===== src/rtl/seq_sub_pkg.sv =====
// rtl/seq_sub_pkg.sv - shared types and constants for the sliced sequential subtractor
package seq_sub_pkg;

  typedef enum logic [1:0] {IDLE, RUN, DONE} state_e;

  localparam int DEF_WIDTH = 32;
  localparam int DEF_SLICE = 8;

  // A single-slice configuration still needs a one-bit index register.
  function automatic int idx_width(input int nslice);
    return (nslice > 1) ? $clog2(nslice) : 1;
  endfunction

endpackage


===== src/rtl/seq_sub_ctrl_if.sv =====
// rtl/seq_sub_ctrl_if.sv - operand request / result handshake bundle
interface seq_sub_ctrl_if
  import seq_sub_pkg::*;
#(
  parameter int WIDTH = DEF_WIDTH
);

  logic             in_valid;
  logic             in_ready;
  logic [WIDTH-1:0] in_a;
  logic [WIDTH-1:0] in_b;
  logic             in_bin;
  logic             out_valid;
  logic             out_ready;
  logic [WIDTH-1:0] out_diff;
  logic             out_bout;
  logic             out_zero;
  logic             out_ovf;
  logic             busy;

  modport master (
    output in_valid, in_a, in_b, in_bin, out_ready,
    input  in_ready, out_valid, out_diff, out_bout, out_zero, out_ovf, busy
  );

  modport slave (
    input  in_valid, in_a, in_b, in_bin, out_ready,
    output in_ready, out_valid, out_diff, out_bout, out_zero, out_ovf, busy
  );

endinterface


===== src/rtl/sub_slice.sv =====
// rtl/sub_slice.sv - combinational SLICE-bit subtract with borrow in/out
module sub_slice
  import seq_sub_pkg::*;
#(
  parameter int SLICE = DEF_SLICE
) (
  input  logic [SLICE-1:0] a_i,
  input  logic [SLICE-1:0] b_i,
  input  logic             bin_i,
  output logic [SLICE-1:0] diff_o,
  output logic             bout_o
);

  // The extra top bit of the widened difference is exactly the unsigned borrow.
  assign {bout_o, diff_o} = {1'b0, a_i} - {1'b0, b_i} - (SLICE + 1)'(bin_i);

endmodule


===== src/rtl/seq_sub_ctrl.sv =====
// rtl/seq_sub_ctrl.sv - WIDTH-bit subtract sequenced LSB-slice-first through one shared slice
module seq_sub_ctrl
  import seq_sub_pkg::*;
#(
  parameter int WIDTH = DEF_WIDTH,
  parameter int SLICE = DEF_SLICE
) (
  input  logic          clk,
  input  logic          rst,
  seq_sub_ctrl_if.slave bus
);

  localparam int NSLICE = WIDTH / SLICE;
  localparam int IDX_W  = idx_width(NSLICE);

  state_e           state_q;
  logic [IDX_W-1:0] idx_q;
  logic             borrow_q;
  logic [WIDTH-1:0] a_q;
  logic [WIDTH-1:0] b_q;
  logic [WIDTH-1:0] res_q;
  logic [WIDTH-1:0] diff_q;
  logic             bout_q;
  logic             zero_q;
  logic             ovf_q;
  logic             in_ready_q;
  logic             out_valid_q;
  logic             busy_q;

  logic [SLICE-1:0] a_s;
  logic [SLICE-1:0] b_s;
  logic [SLICE-1:0] diff_s;
  logic             bout_s;
  logic [WIDTH-1:0] res_d;
  logic             last_step;
  logic             ovf_d;

  assign a_s = a_q[idx_q*SLICE +: SLICE];
  assign b_s = b_q[idx_q*SLICE +: SLICE];

  sub_slice #(.SLICE(SLICE)) u_slice (
    .a_i    (a_s),
    .b_i    (b_s),
    .bin_i  (borrow_q),
    .diff_o (diff_s),
    .bout_o (bout_s)
  );

  // Working result with the current slice merged in; on the last step this is the final difference.
  always_comb begin
    res_d = res_q;
    res_d[idx_q*SLICE +: SLICE] = diff_s;
  end

  assign last_step = (idx_q == IDX_W'(NSLICE - 1));
  assign ovf_d     = (a_q[WIDTH-1] != b_q[WIDTH-1]) && (res_d[WIDTH-1] != a_q[WIDTH-1]);

  always_ff @(posedge clk) begin
    if (rst) begin
      state_q     <= IDLE;
      idx_q       <= '0;
      borrow_q    <= 1'b0;
      a_q         <= '0;
      b_q         <= '0;
      res_q       <= '0;
      diff_q      <= '0;
      bout_q      <= 1'b0;
      zero_q      <= 1'b0;
      ovf_q       <= 1'b0;
      in_ready_q  <= 1'b1;
      out_valid_q <= 1'b0;
      busy_q      <= 1'b0;
    end else begin
      unique case (state_q)
        IDLE: begin
          if (bus.in_valid) begin
            a_q        <= bus.in_a;
            b_q        <= bus.in_b;
            borrow_q   <= bus.in_bin;
            idx_q      <= '0;
            state_q    <= RUN;
            in_ready_q <= 1'b0;
            busy_q     <= 1'b1;
          end
        end
        RUN: begin
          res_q    <= res_d;
          borrow_q <= bout_s;
          if (last_step) begin
            // Visible outputs only move here, so they persist through IDLE until the next result.
            diff_q      <= res_d;
            bout_q      <= bout_s;
            zero_q      <= (res_d == '0);
            ovf_q       <= ovf_d;
            out_valid_q <= 1'b1;
            state_q     <= DONE;
          end else begin
            idx_q <= idx_q + IDX_W'(1);
          end
        end
        DONE: begin
          if (bus.out_ready) begin
            out_valid_q <= 1'b0;
            in_ready_q  <= 1'b1;
            busy_q      <= 1'b0;
            state_q     <= IDLE;
          end
        end
        default: begin
          state_q     <= IDLE;
          in_ready_q  <= 1'b1;
          out_valid_q <= 1'b0;
          busy_q      <= 1'b0;
        end
      endcase
    end
  end

  assign bus.in_ready  = in_ready_q;
  assign bus.out_valid = out_valid_q;
  assign bus.out_diff  = diff_q;
  assign bus.out_bout  = bout_q;
  assign bus.out_zero  = zero_q;
  assign bus.out_ovf   = ovf_q;
  assign bus.busy      = busy_q;

endmodule


===== src/flat_wrapper.sv =====
// flat-port wrapper written by rule: the top's interface ports become plain ports
module seq_sub_ctrl_flat import seq_sub_pkg::*;
#(
  parameter int WIDTH = DEF_WIDTH,
  parameter int SLICE = DEF_SLICE
)
  (clk, rst, bus_in_valid, bus_in_a, bus_in_b, bus_in_bin, bus_out_ready, bus_in_ready, bus_out_valid, bus_out_diff, bus_out_bout, bus_out_zero, bus_out_ovf, bus_busy);
  seq_sub_ctrl_if #(.WIDTH(WIDTH)) bus_i ();
  input  logic clk;
  input  logic rst;
  input wire logic [$bits(bus_i.in_valid)-1:0] bus_in_valid;
  input wire logic [$bits(bus_i.in_a)-1:0] bus_in_a;
  input wire logic [$bits(bus_i.in_b)-1:0] bus_in_b;
  input wire logic [$bits(bus_i.in_bin)-1:0] bus_in_bin;
  input wire logic [$bits(bus_i.out_ready)-1:0] bus_out_ready;
  output wire logic [$bits(bus_i.in_ready)-1:0] bus_in_ready;
  output wire logic [$bits(bus_i.out_valid)-1:0] bus_out_valid;
  output wire logic [$bits(bus_i.out_diff)-1:0] bus_out_diff;
  output wire logic [$bits(bus_i.out_bout)-1:0] bus_out_bout;
  output wire logic [$bits(bus_i.out_zero)-1:0] bus_out_zero;
  output wire logic [$bits(bus_i.out_ovf)-1:0] bus_out_ovf;
  output wire logic [$bits(bus_i.busy)-1:0] bus_busy;
  assign bus_i.in_valid = bus_in_valid;
  assign bus_i.in_a = bus_in_a;
  assign bus_i.in_b = bus_in_b;
  assign bus_i.in_bin = bus_in_bin;
  assign bus_i.out_ready = bus_out_ready;
  assign bus_in_ready = bus_i.in_ready;
  assign bus_out_valid = bus_i.out_valid;
  assign bus_out_diff = bus_i.out_diff;
  assign bus_out_bout = bus_i.out_bout;
  assign bus_out_zero = bus_i.out_zero;
  assign bus_out_ovf = bus_i.out_ovf;
  assign bus_busy = bus_i.busy;
  seq_sub_ctrl #(.WIDTH(WIDTH), .SLICE(SLICE)) u_core (.clk(clk), .rst(rst), .bus(bus_i));
endmodule

===== config.mk =====
export PLATFORM = sky130hd
export DESIGN_NAME = seq_sub_ctrl_flat
export DESIGN_NICKNAME = d
export VERILOG_FILES = /design/src/rtl/seq_sub_pkg.sv /design/src/rtl/seq_sub_ctrl_if.sv /design/src/rtl/sub_slice.sv /design/src/rtl/seq_sub_ctrl.sv /design/src/flat_wrapper.sv
export SDC_FILE = /design/constraint.sdc
export NUM_CORES = 1
export LEC_CHECK = 0
export CAP_MARGIN = 10
export CORE_MARGIN = 3
export CORE_UTILIZATION = 40
export DETAILED_ROUTE_END_ITERATION = 8
export SLEW_MARGIN = 20
export SYNTH_ARGS = -nofsm -noshare
export SYNTH_HDL_FRONTEND = slang
export SYNTH_SLANG_ARGS = --single-unit

===== constraint.sdc =====
create_clock -name clk -period 6.9 [get_ports clk]
set_input_delay 1.38 -clock clk [delete_from_list [all_inputs] [get_ports clk]]
set_output_delay 1.38 -clock clk [all_outputs]
set_load 0.005 [all_outputs]

## After elaboration in Yosys (flattened, before gate mapping)

Index checks and enable logic that the tools add are counted.

| cells by class | value |
|---|---|
| equal/unequal tests | 9 |
| reduce and logical (&&, ||, !) cells | 11 |
| add/subtract/negate cells | 4 |
| muxes and demuxes | 18 |
| bitwise operators | 2 |
| shift operators | 4 |

Operator list:

| operator | count |
|---|---|
| $shiftx 32x6->8 | 2 |
| $neg 5->34 | 1 |
| $shift 8x34->32 const A | 1 |
| $shiftx 8x34->32 | 1 |
| $bwmux 32 | 1 |
| $logic_not 32->1 | 1 |
| $reduce_and 3->1 | 4 |
| $mux 2 | 5 |
| $pmux 1 s3 | 3 |
| $sub 8x8->9 | 1 |
| $sub 9x1->9 | 1 |
| $mux 1 | 6 |
| $ne 2x2->1 const B | 3 |
| $pmux 2 s3 | 1 |
| $reduce_and 2->1 | 3 |
| $eq 2x2->1 const B | 2 |
| $pmux 2 s2 | 1 |
| $add 2x1->2 const B | 1 |
| $eq 2x1->1 const B | 1 |
| $logic_not 2->1 | 1 |
| $ne 1x1->1 | 2 |
| $ne 2x1->1 const B | 1 |
| $not 1->1 | 2 |
| $pmux 1 s2 | 1 |
| other kinds (2) | 2 |

| word-level totals | value |
|---|---|
| register bits | 139 |
| bits of input ports | 69 |
| output and inout bits | 38 |
| word-level logic and storage cells | 61 |

## Depth between registers and ports, before layout

| logic depth | value |
|---|---|
| depth after elaboration | 7 |
| mapped depth | 15 |
| gate-level depth less buffers | 12 |

## Hierarchy

From an unflattened synthesis, not the netlist that was laid out.

| unflattened totals | value |
|---|---|
| cell total of the unflattened synthesis | 759 |
| area total of the unflattened synthesis | 6422.4 µm² |

Modules (own cells, without submodules):

| module | cells an instance | times used | sequential area each (µm²) | area each (µm²) |
|---|---|---|---|---|
| seq_sub_ctrl | 683 | 1 | 2782.7 | 5868.1 |
| sub_slice | 76 | 1 | 0.0 | 554.3 |

## Worst setup path after synthesis

No wires, ideal clock.

| timing path | value |
|---|---|
| kind | reg2reg |
| start point | register u_core.idx_q[0] |
| end point | register u_core.ovf_q (netlist: u_core.bus.out_ovf) |
| stages on the path, launching flop included | 14 |
| library setup time | 88 ps |
| clock period less this slack | 4303 ps |
| slack | 2597 ps |
| buffers on the path | 3 |
| required time | 6812 ps |
| arrival time | 4215 ps |
| cell sequence | dfxtp_1 -> buf_4 -> buf_2 -> buf_1 -> mux4_2 -> fa_1 -> ha_1 -> nand2_1 -> o221ai_2 -> o22ai_2 -> a311oi_4 -> nor2_2 -> or4b_1 -> a311oi_2 |

| between the ends | value |
|---|---|
| longest elaborated chain between the ends | 7 |
| elaborated cells between the ends (all ways) | 12 |
| those cells by class | add/sub: 3; eq/ne: 2; shift: 4; mux: 1; reduce/logical: 2 |

RTL lines:

| element | RTL line | source |
|---|---|---|
| start: declaration | seq_sub_ctrl.sv:17 | `logic [IDX_W-1:0] idx_q;` |
| start signal: assignment | seq_sub_ctrl.sv:98 | `idx_q <= idx_q + IDX_W'(1);` |
| $shiftx 32x6->8, on equally long branches | seq_sub_ctrl.sv:38, seq_sub_ctrl.sv:39 |  |
| $sub 8x8->9 | sub_slice.sv:15 | `assign {bout_o, diff_o} = {1'b0, a_i} - {1'b0, b_i} - (SLICE + 1)'(bin_i);` |
| $sub 9x1->9 | sub_slice.sv:15 |  |
| $shiftx 8x34->32 | seq_sub_ctrl.sv:52 | `res_d[idx_q*SLICE +: SLICE] = diff_s;` |
| $bwmux 32 | seq_sub_ctrl.sv:52 |  |
| $ne 1x1->1 | seq_sub_ctrl.sv:56 | `assign ovf_d = (a_q[WIDTH-1] != b_q[WIDTH-1]) && (res_d[WIDTH-1] != a_q[WIDTH-1]);` |
| $logic_and 1x1->1 | seq_sub_ctrl.sv:56 |  |
| end signal: assignment | seq_sub_ctrl.sv:94 | `ovf_q <= ovf_d;` |
| end: declaration | seq_sub_ctrl.sv:25 | `logic ovf_q;` |

Several ways; a longest one is shown, not always the timed one.
A chain may end at the register's enable or synchronous reset.

## Worst setup path after layout

Same ends and word-level chain as after synthesis.

==> out/summary.txt <==
outcome = complete, no violations
CP Max Fanout = 16
leading area contributor after synthesis = dfxtp_1
clk buf depth = 2
WP buf/inv = 1
ys flop type = dfxtp_1
final hold violation count = 0
core area = 15300 um2
Slew headroom = 0.499
Final GP Congestion = 0.874
Clock Power Share = 0.428
slowest stage cell, crit path = dfxtp_1
Final Cycle Share = 0.618
vias in the first global route = 5239
Switching Share = 0.269
worst-skew pair later-pin latency = 430 ps
max incr delay on CP = 630 ps
internal power = 1.61 mW
Area Growth Syn to Fin = 28.7%
worst path cell trace = buf_4 > mux4_2 > fa_1 > ha_1 > nand2_1 > o221ai_2 > o22ai_2 > a311oi_4 > nor2_2 > or4b_1 > a311oi_2
CTS Sinks = 139
Ports = 107
hpwl dp = 11600 um
CP Class = register to register
first-pass GRT wire length = 26700 um
Sequential Power Share = 0.390
syn nets = 842
Comb power frac = 0.182
max cap viols = 0
Root Buffer = clkbuf_16
post-synthesis cell area = 6290 um2
setup TNS = 0 ps
ys async rst share = 0
count leader, synth = nand2_1
placed cell areas = 7470 um2
drt first pass iters = 7
Initial Util = 0.411
nets = 922
Psw = 0.595 mW
CP required = 7240 ps
RSZ-0062 raised after global routing = no
largest net degree at the start of global routing = 74
Ant. Diodes = 0
met1 GRT Util = 0.252
CTS Buf Count = 17
CTS tree = built
largest delay contributor family on the critical path = compound AO/OA/AOI/OAI gates
DR vias = 5503
VDD IR max = 0.188 mV
met3 Usage GRT = 0.0475
most instantiated cells after synthesis = nand2_1, dfxtp_1, a21oi_1, nor2_1, clkbuf_1
worst min path class = register to register
CTS resizes = 0
final WL = 16200 um
P per Cell Area = 273 nW/um2
met2 usage = 0.291
top cell type's share of synthesized area = 0.442
worst hold margin = 455 ps
syn avg cell area = 8.35 um2
postcts setup bufs = 0
max-slew violation count = 0
leakage power = 2.90 nW
gr busiest metal = met2
setup violators final = 0
Max Clock Skew = 8.25 ps
clk slew on worst S/H paths = 60 ps
post-synthesis register bit count = 139
Hold Buf Count CTS = 0
R2R Setup Slk = 2640 ps
Syn Inst Count = 753
Worst Path Arrival = 4600 ps
Die X = 131 um
drt wl/cell = 15.3 um
Final min period = 4260 ps
worst slew pin tran = 752 ps
Achievable Freq = 235 MHz
Via density = 5.21
htree depth = 4
Final Cell Area = 8090 um2
sequential area share after synthesis = 0.442
Crit. End Element = register
synth top area cells = dfxtp_1, nand2_1, a21oi_1
overall global routing resource usage = 0.189
startpoint types = register
row count = 45
PortBufs = 106
Synthesis Warnings = 0
number of enable flip-flop cells after synthesis = 0
initial antenna violation count = 0
Iteration-0 DRC Markers = 327
total gr overflow = 0
Die Y = 131 um
Synth cell types = 61
DIE AREA = 17300 um2
remaining antenna violation count = 0
DR DRC count = 0
layout cell share with drive strength beyond 1 = 0.0721
==> worst paths after layout <==
kind / startpoint / endpoint / depth (start not counted)
hold / removal: u_core.a_q[28] / u_core.a_q[28] / 2
setup reg to reg: u_core.idx_q[0] / u_core.bus.out_ovf / 11
setup / recovery: u_core.idx_q[0] / u_core.bus.out_ovf / 11
hold reg to reg: u_core.a_q[28] / u_core.a_q[28] / 2
==> cell type report <==
| class | count | area, um2 |
|---|---|---|
| multi-input cells | 534 | 3210 |
| repair buffers | 113 | 1110 |
| inverters | 28 | 105 |
| well taps | 211 | 264 |
| clock buffers | 26 | 509 |
| flip-flops and latches | 139 | 2780 |
| clock inverters | 6 | 108 |
| fillers | 1431 | 7220 |
==> cell families after synthesis <==
family / share of synthesized area
DFF: 0.442
buffers and inverters: 0.0487
adders and majority gates: 0.0422
muxes: 0.0601
and+or+nand+nor: 0.202
AOI/OAI and AO/OA: 0.193
xor gates and xnor gates: 0.0125
==> layer usage <==
layer,share of wire,up-vias
met1,0.46,2499
met5,0,-
li1,-,2784
met2,0.46,184
met4,0.026,0
met3,0.054,36
==> state kept, by name, indices dropped and copies added, names as in the netlist <==
register / count
u_core.res_q: 32
u_core.bus.in_ready: 1
u_core.bus.out_diff: 32
u_core.state_q: 2
u_core.bus.out_ovf: 1
u_core.b_q: 32
u_core.bus.busy: 1
u_core.a_q: 32
u_core.bus.out_zero: 1
u_core.idx_q: 2
u_core.bus.out_valid: 1
u_core.borrow_q: 1
u_core.bus.out_bout: 1
==> power groups by stage <==
stage	clock [mW]	sequential [mW]	combinational, mW
after floorplan	0	0.871	0.271
after global placement	0	0.878	0.390
after detailed placement	0	0.879	0.399
after CTS	0.961	0.862	0.400
after global routing	0.999	0.866	0.441
final	0.945	0.862	0.401
==> cell usage in the layout (no fill, tap or decap), types with 5 or more instances in the layout <==
master,instances
a211oi_1,37
a21oi_1,93
a22oi_1,17
buf_4,8
clkbuf_16,17
clkbuf_8,5
clkdlybuf4s50_1,105
dfxtp_1,139
ha_1,18
inv_1,27
mux4_2,15
nand2_1,149
nor2_1,81
nor2b_1,8
nor3_1,26
o21ai_0,11
xor2_1,5
==> worst reg2reg max path, delay by kind of cell, from the launching register on <==
family	cells	cell delay (ps)
fa+ha+maj	2	750
compound gates	4	1120
simple gates	3	710
mux	1	560
flops	1	630
buf+inv	1	400
==> through the flow <==
stage | power [mW] | util | std cells | worst slack, ps
floorplan | 1.14 | - | 753 | 2600
global placement | 1.27 | 0.488 | 1025 | 2700
detailed placement | 1.28 | 0.488 | 1025 | 2620
CTS | 2.22 | 0.528 | 1057 | 2600
global route | 2.31 | 0.529 | 1057 | 2350
finish | 2.21 | 0.529 | 1057 | 2640
Note: power is estimated with default switching activity, not from simulation.
